[config.mk]
export PLATFORM = sky130hd
export DESIGN_NAME = alu_arbiter
export DESIGN_NICKNAME = d
export VERILOG_FILES = /design/src/rtl/alu_arbiter.sv
export SDC_FILE = /design/constraint.sdc
export NUM_CORES = 1
export LEC_CHECK = 0
export ABC_AREA = 1
export BUFFER_PORTS_ARGS = -buffer_cell sky130_fd_sc_hd__buf_2
export CORE_UTILIZATION = 43
export DETAILED_ROUTE_END_ITERATION = 16
export PLACE_DENSITY = 0.85
export SLEW_MARGIN = 20
export SYNTH_ARGS = -nofsm -noshare
export SYNTH_HDL_FRONTEND = slang
export SYNTH_SLANG_ARGS = --single-unit
[constraint.sdc]
create_clock -name clk_i -period 1.9 [get_ports clk_i]
set_input_delay 0.285 -clock clk_i [delete_from_list [all_inputs] [get_ports clk_i]]
set_output_delay 0.285 -clock clk_i [all_outputs]
set_load 0.05 [all_outputs]
[src/rtl/alu_arbiter.sv]
// rtl/alu_arbiter.sv - round-robin arbiter sequencing N_REQ requesters onto one registered ALU
module alu_arbiter #(
    parameter int N_REQ   = 4,
    parameter int ALU_LAT = 1,
    localparam int IDW    = $clog2(N_REQ)
) (
    input  logic               clk_i,
    input  logic               rst_ni,
    input  logic [N_REQ-1:0]   req_valid_i,
    input  logic [4*N_REQ-1:0] req_a_i,
    input  logic [4*N_REQ-1:0] req_b_i,
    input  logic [2*N_REQ-1:0] req_op_i,
    output logic [N_REQ-1:0]   req_ready_o,
    output logic [N_REQ-1:0]   resp_valid_o,
    output logic [4:0]         resp_data_o,
    output logic [IDW-1:0]     grant_id_o,
    output logic               busy_o,
    output logic [3:0]         alu_a_o,
    output logic [3:0]         alu_b_o,
    output logic [1:0]         alu_opcode_o,
    input  logic [4:0]         alu_c_i
);

    typedef enum logic [1:0] {S_IDLE, S_WAIT, S_RESP} state_t;

    localparam logic [N_REQ-1:0] ONE = N_REQ'(1);

    state_t             state_q;
    logic [IDW-1:0]     ptr_q;
    logic [IDW-1:0]     grant_q;
    logic [2:0]         cnt_q;
    logic [N_REQ-1:0]   resp_valid_q;
    logic [4:0]         resp_data_q;
    logic               busy_q;
    logic [3:0]         alu_a_q;
    logic [3:0]         alu_b_q;
    logic [1:0]         alu_op_q;

    logic               win_found;
    logic [IDW-1:0]     win_idx;
    logic [IDW-1:0]     cand;

    // Round-robin pick: first pending requester after the last winner, wrapping around
    always_comb begin
        win_found = 1'b0;
        win_idx   = '0;
        cand      = '0;
        for (int k = 1; k <= N_REQ; k++) begin
            cand = IDW'((int'(ptr_q) + k) % N_REQ);
            if (!win_found && req_valid_i[cand]) begin
                win_found = 1'b1;
                win_idx   = cand;
            end
        end
    end

    // Acceptance is only offered while idle; reset forces it low with everything else
    always_comb begin
        req_ready_o = '0;
        if (rst_ni && state_q == S_IDLE && win_found) begin
            req_ready_o = ONE << win_idx;
        end
    end

    // Sequencer: issue to the ALU, count out its latency, then strobe the response
    always_ff @(posedge clk_i or negedge rst_ni) begin
        if (!rst_ni) begin
            state_q      <= S_IDLE;
            ptr_q        <= IDW'(N_REQ - 1);
            grant_q      <= '0;
            cnt_q        <= '0;
            resp_valid_q <= '0;
            resp_data_q  <= '0;
            busy_q       <= 1'b0;
            alu_a_q      <= '0;
            alu_b_q      <= '0;
            alu_op_q     <= '0;
        end else begin
            case (state_q)
                S_IDLE: begin
                    if (win_found) begin
                        alu_a_q  <= req_a_i[{win_idx, 2'b00} +: 4];
                        alu_b_q  <= req_b_i[{win_idx, 2'b00} +: 4];
                        alu_op_q <= req_op_i[{win_idx, 1'b0} +: 2];
                        ptr_q    <= win_idx;
                        grant_q  <= win_idx;
                        cnt_q    <= 3'(ALU_LAT);
                        busy_q   <= 1'b1;
                        state_q  <= S_WAIT;
                    end
                end
                S_WAIT: begin
                    if (cnt_q == 3'd0) begin
                        resp_data_q  <= alu_c_i;
                        resp_valid_q <= ONE << grant_q;
                        state_q      <= S_RESP;
                    end else begin
                        cnt_q <= cnt_q - 3'd1;
                    end
                end
                S_RESP: begin
                    resp_valid_q <= '0;
                    busy_q       <= 1'b0;
                    state_q      <= S_IDLE;
                end
                default: begin
                    resp_valid_q <= '0;
                    busy_q       <= 1'b0;
                    state_q      <= S_IDLE;
                end
            endcase
        end
    end

    assign resp_valid_o = resp_valid_q;
    assign resp_data_o  = resp_data_q;
    assign grant_id_o   = grant_q;
    assign busy_o       = busy_q;
    assign alu_a_o      = alu_a_q;
    assign alu_b_o      = alu_b_q;
    assign alu_opcode_o = alu_op_q;

endmodule

# Word-level counts from Yosys, hierarchy flattened
# Cells that the tools add are included.
[word_totals]
reg_bits = 29
latchBits = 0
mem_bits_rw = 0
rom_bits = 0
in_bits = 51
wordCells = 74
n_memories = 0
[op_classes]
addsub = 5
multipliers = 0
div_mod_pow = 0
magnitude_cmp = 4
eq_ne = 4
shift = 5
muxes = 27
n_bitwise = 2
reduce_logical = 17
[op_table]
columns = ["op", "count"]
rows = [
  ["variable part select 16 x 5 -> 4 bit", 2],
  ["< comparator 2 x 3 -> 1 bit, second input constant", 4],
  ["two-way mux 2 bit", 6],
  ["AND reduction 2 bit", 5],
  ["two-way mux 1 bit", 9],
  ["binary-select mux 1 bit (select 2 bit)", 4],
  ["two-way mux 4 bit", 2],
  ["one-hot mux 4 bit (2 select lines)", 1],
  ["variable part select 8 x 4 -> 2 bit", 1],
  ["<< shifter 1 x 2 -> 4 bit, first input constant", 2],
  ["two-way mux 3 bit", 2],
  ["!= test 2 bit, second input constant", 3],
  ["one-hot mux 3 bit (2 select lines)", 1],
  ["logical AND 1 bit", 5],
  ["adder 2 x 1 -> 2 bit, second input constant", 2],
  ["adder 2 bit, second input constant", 2],
  ["one-hot mux 2 bit (2 select lines)", 1],
  ["zero test 1 bit", 3],
  ["zero test 3 bit", 1],
  ["AND reduction 3 bit", 1],
  ["subtractor 3 x 1 -> 3 bit, second input constant", 1],
  ["== test 2 x 1 -> 1 bit, second input constant", 1],
  ["zero test 2 bit", 1],
  ["inverter 1 bit", 2],
  ["other kinds (2)", 2],
]

# Longest topological paths before layout
[logic_depth]
depth_word = 15
ltp_mapped = 16
ltp_nobuf = 15

# Worst setup path after synthesis
# Ideal clock, no wire load.
[synth_path]
path_kind = "register -> output"
startpoint = "register ptr_q[1]"
endpoint = "output req_ready_o[0]"
arrival_time_ns = 2.504
required_ns = 1.615
path_slack_ns = -0.889
path_stages_with_launch = 12
path_cell_list = "dfstp_2 nand2_1 nand2_1 nand2_1 nand2_2 nor2_1 a21boi_1 nand2_1 nor2_2 inv_2 buf_4 nor3_1"
[synth_between]
elab_chain_cells = 15
elab_cells_between_ends = 29
classes_between = "4 x add/sub; 1 x shift; 17 x mux; 7 x reduce/logical"
[synth_rtl]
columns = ["element", "line_no", "text"]
rows = [
  ["from (decl)", "29", "logic [IDW-1:0] ptr_q;"],
  ["from (signal assigned)", "69", "ptr_q <= IDW'(N_REQ - 1);"],
  ["from (signal assigned)", "85", "ptr_q <= win_idx;"],
  ["adder 2 x 1 -> 2 bit", "49", "cand = IDW'((int'(ptr_q) + k) % N_REQ);"],
  ["binary-select mux 1 bit (select 2 bit)", "50", "if (!win_found && req_valid_i[cand]) begin"],
  ["two-way mux 1 bit (implied by the code)", "50", ""],
  ["two-way mux 1 bit", "50", ""],
  ["zero test 1 bit", "50", ""],
  ["logical AND 1 bit", "50", ""],
  ["two-way mux 1 bit", "50", ""],
  ["zero test 1 bit", "50", ""],
  ["logical AND 1 bit", "50", ""],
  ["two-way mux 1 bit", "50", ""],
  ["zero test 1 bit", "50", ""],
  ["logical AND 1 bit", "50", ""],
  ["two-way mux 2 bit or two-way mux 1 bit (tied branches)", "50", ""],
  ["<< shifter 1 x 2 -> 4 bit or logical AND 1 bit (tied branches)", "61, 60", ""],
  ["two-way mux 4 bit (*)", "60", "if (rst_ni && state_q == S_IDLE && win_found) begin"],
  ["to (decl)", "13", "output logic [N_REQ-1:0] req_ready_o,"],
]
# Mark *: on every way between the ends. The rest lies on a longest branch, timed or not. The select of a mux whose other input is x is not followed.

# Final worst setup path
[layout_path]
startpoint = "register ptr_q[0]"
endpoint = "output req_ready_o[0]"
# The elaborated chain is that of the path after synthesis.

==> flow_summary.ini <==
[synthesis]
syn-instance-count = 280
yosys_warnings = 0
synth_edf_count = 0
yosys.area.top_type = dfrtp_1
synth_top_area_share_pct = 37.09
synth_area_um2 = 1822
sequential_element_share_of_the_synthesized_area_pct = 39.97
synth_cell_type_count = 22
ys_ff_latch = 29
synthesis.area_per_instance_um2 = 6.506
synth_nets = 333
synth_commonest_cells = nand2_1 (154), nand3_1 (28), dfrtp_1 (27)
post-synth-top-count-cell = nand2_1
asyncSetResetFlopFracSynth_pct = 100.0
ys_dominant_reg_cell = dfrtp_1
synth_top_cells_by_area = dfrtp_1 (37%), nand2_1 (32%), nand3_1 (7.7%), dfstp_2 (2.9%), nor2_1 (2.9%)

[timing]
finalHoldWorstSlack_ns = 0.07628
fin_crit_sh_pct = 129.3
finalWorstSetupSlack_ns = -0.5565
worst_clock_skew_ns = 0.007588
relSlewSlack_pct = 76.56
hold_viol_final = 0
unrepaired_setup_endpoints_after_global_routing = yes
final.min_clock_period_ns = 2.457
finalSetupViolCount = 20
tightestPinTransition_ns = 0.3516
slew_viol_final = 0
fmaxAchievable_mhz = 407.1

[routing]
route.detailed.vias_per_inst = 4.889
antenna_violating_nets_post_route = 0
route.detailed.wl_per_inst_um = 11.64
drc_errors = 0
route.final.wire_length_um = 4949
drtPass1Iterations = 4
dr.first_iter.drc_count = 129
via_count = 2078

[setup_path]
startpoint_type = flip-flop
cp.arrival_ns = 2.17
timing.setup.critical_path_class = flip-flop to output pin
worstReg2RegStart = ptr_q[0]$_DFFE_PN1P_
crit_path_frequent_cell = nand2_1
crit_path_start = ptr_q[0]$_DFFE_PN1P_
timing.critical_path.slowest_stage_cell = dfstp_2
worst_path_largest_cell_delay_ns = 0.61
crit_path_end_kind = output pin
timing.critical_path.fanout_max = 8
critical_path.cell_chain = inv_4, nand2_2, nand2_2, nand2_1, nand2_1, a21oi_1, nand2_1, nand2_4, inv_4, nor3_4, buf_6
worst_ep_required_time_ns = 1.62

[clocking]
cts.htree.levels = 2
clock-root-buffer = clkbuf_8
hold_buffers = 0
numCtsBuffers = 5
cts_tree = built
clock-sinks = 29
path_clk_slew_ns = 0.06
ctsLongestPathBuffers = 2
clk_latency_ns = 0.27

[placed_design]
detailedPlacementHpwl_um = 3670
port-buffer-count = 76
globalplace.congestion = 0.8978

[final_layout]
fraction_of_final_layout_cells_sized_beyond_drive_strength_1_pct = 36.80
final.fill_count = 351
antenna-diode-count = 0
layout.nets = 428
ff_latch_area_um2 = 728.2
combined_area_of_the_multi_input_logic_cells_um2 = 1069
area_delta_synth_final_pct = 44.71

[grt]
grt_start_max_net_pins = 30
globalRouteMet2Util_pct = 38.25
antenna_found_initial = 0
grt_pass1_vias = 1817
grtUsageTotal_pct = 22.83
busiest_layer = met2
use_met1_pct = 28.37
globalRouteOverflowTotal = 0
grt_util_met3_pct = 5.651
grt_first_pass_wirelength_um = 7617

[die]
design.core.area_um2 = 4029
dieWidth_um = 67.09
boundaryPins = 77
die_area_um2 = 4501
core.rowCount = 23
die_y_um = 67.09
start_util_pct = 45.22

[flow_run]
cap_violations = 0

[status]
failed_checks = negative setup slack
status = finished with violations

[min_path]
hold_path_class = primary input to async pin
-- flip-flops by register name, indices dropped and copies added, names as in the netlist --
register / flops
resp_data_o: 5
alu_a_o: 4
alu_b_o: 4
resp_valid_o: 4
cnt_q: 3
alu_opcode_o: 2
grant_id_o: 2
ptr_q: 2
state_q: 2
busy_o: 1
-- logic make-up (layout without fill, tap and decap cells) --
group                    Yosys count  in the layout  synth area share (%)
adder cells (fa/ha/maj)            2              2                 1.373
AO/OA/AOI/OAI                     15             15                 4.464
buffers and inverters             27            122                 7.692
AND/OR/NAND/NOR                  206            206                 46.02
XOR/XNOR                           1              1                0.4809
flip-flops                        29             29                 39.97
-- critical path, delay by kind of cell, from the launching register on --
family	cells	cell delay (ns)
flops	1	0.61
compound gates	1	0.15
simple gates	7	0.80
buf+inv	3	0.34
-- area by class of cell --
class | instances | area share [%]
multi-input combinational | 224 | 40.53
sequential | 29 | 27.62
timing repair buffer | 98 | 23.49
inverter | 17 | 2.705
tap | 50 | 2.373
clock buffer | 7 | 3.275
-- final timing paths --
check / to / slack (ns) / depth (start not counted)
max: req_ready_o[0] / -0.56 / 11
min: alu_b_o[0]$_DFFE_PN0P_ / 0.08 / 2
max reg2reg: alu_b_o[1]$_DFFE_PN0P_ / -0.21 / 16
min reg2reg: cnt_q[0]$_DFFE_PN0P_ / 0.47 / 1
max in group asynchronous: ptr_q[0]$_DFFE_PN1P_ / 1.52 / 2
min in group clk_i: resp_data_o[2]$_DFFE_PN0P_ / 0.21 / 3
-- cells in the final DEF (no fill, tap or decap) --
cell type | synthesis | layout
a21boi_1 | 1 | 1
a21oi_1 | 6 | 6
buf_12 | 0 | 3
buf_2 | 4 | 72
buf_4 | 3 | 17
buf_6 | 3 | 5
buf_8 | 0 | 1
clkbuf_1 | 0 | 1
clkbuf_8 | 0 | 6
dfrtp_1 | 27 | 27
dfstp_2 | 2 | 2
ha_1 | 2 | 2
inv_1 | 12 | 12
inv_2 | 5 | 2
inv_4 | 0 | 3
nand2_1 | 154 | 141
nand2_2 | 3 | 14
nand2_4 | 1 | 3
nand3_1 | 28 | 28
nor2_1 | 14 | 13
nor2_4 | 1 | 3
nor3_4 | 0 | 4
o21ai_0 | 5 | 3
o21ai_1 | 2 | 2
o21ai_2 | 1 | 2
o21ai_4 | 0 | 1
xor2_1 | 1 | 1
-- stage by stage --
step | cell area, um^2 | setup slack (ns) | setup TNS, ns | instances | util (%)
2_1_floorplan | 1872 | -0.2887 | -1.135 | 280 | -
3_3_place_gp | 2379 | -0.2922 | -2.833 | 413 | 59.04
3_5_place_dp | 2379 | -0.3879 | -4.558 | 413 | 59.04
4_1_cts | 2581 | -0.4981 | -3.323 | 422 | 64.07
5_1_grt | 2636 | -0.6815 | -7.302 | 425 | 65.43
6_report | 2636 | -0.5565 | -4.495 | 425 | 65.43
-- timing repair --
action | in CTS | in global routing
setup endpoints to repair | 19 | 23
setup buffers | 3 | 3
gates resized for setup | 34 | 7
gates cloned | 0 | 0
pin swaps | 8 | 4
-- layer usage --
| metal | vias up | share of wire [%] |
|---|---|---|
| li1 | 1057 | - |
| met1 | 944 | 43 |
| met2 | 69 | 50 |
| met3 | 8 | 5.8 |
| met4 | 0 | 1.4 |
| met5 | - | 0 |
Power is not shown: default switching activity piles up to over one toggle a cycle in this logic, so the estimate is an artifact.
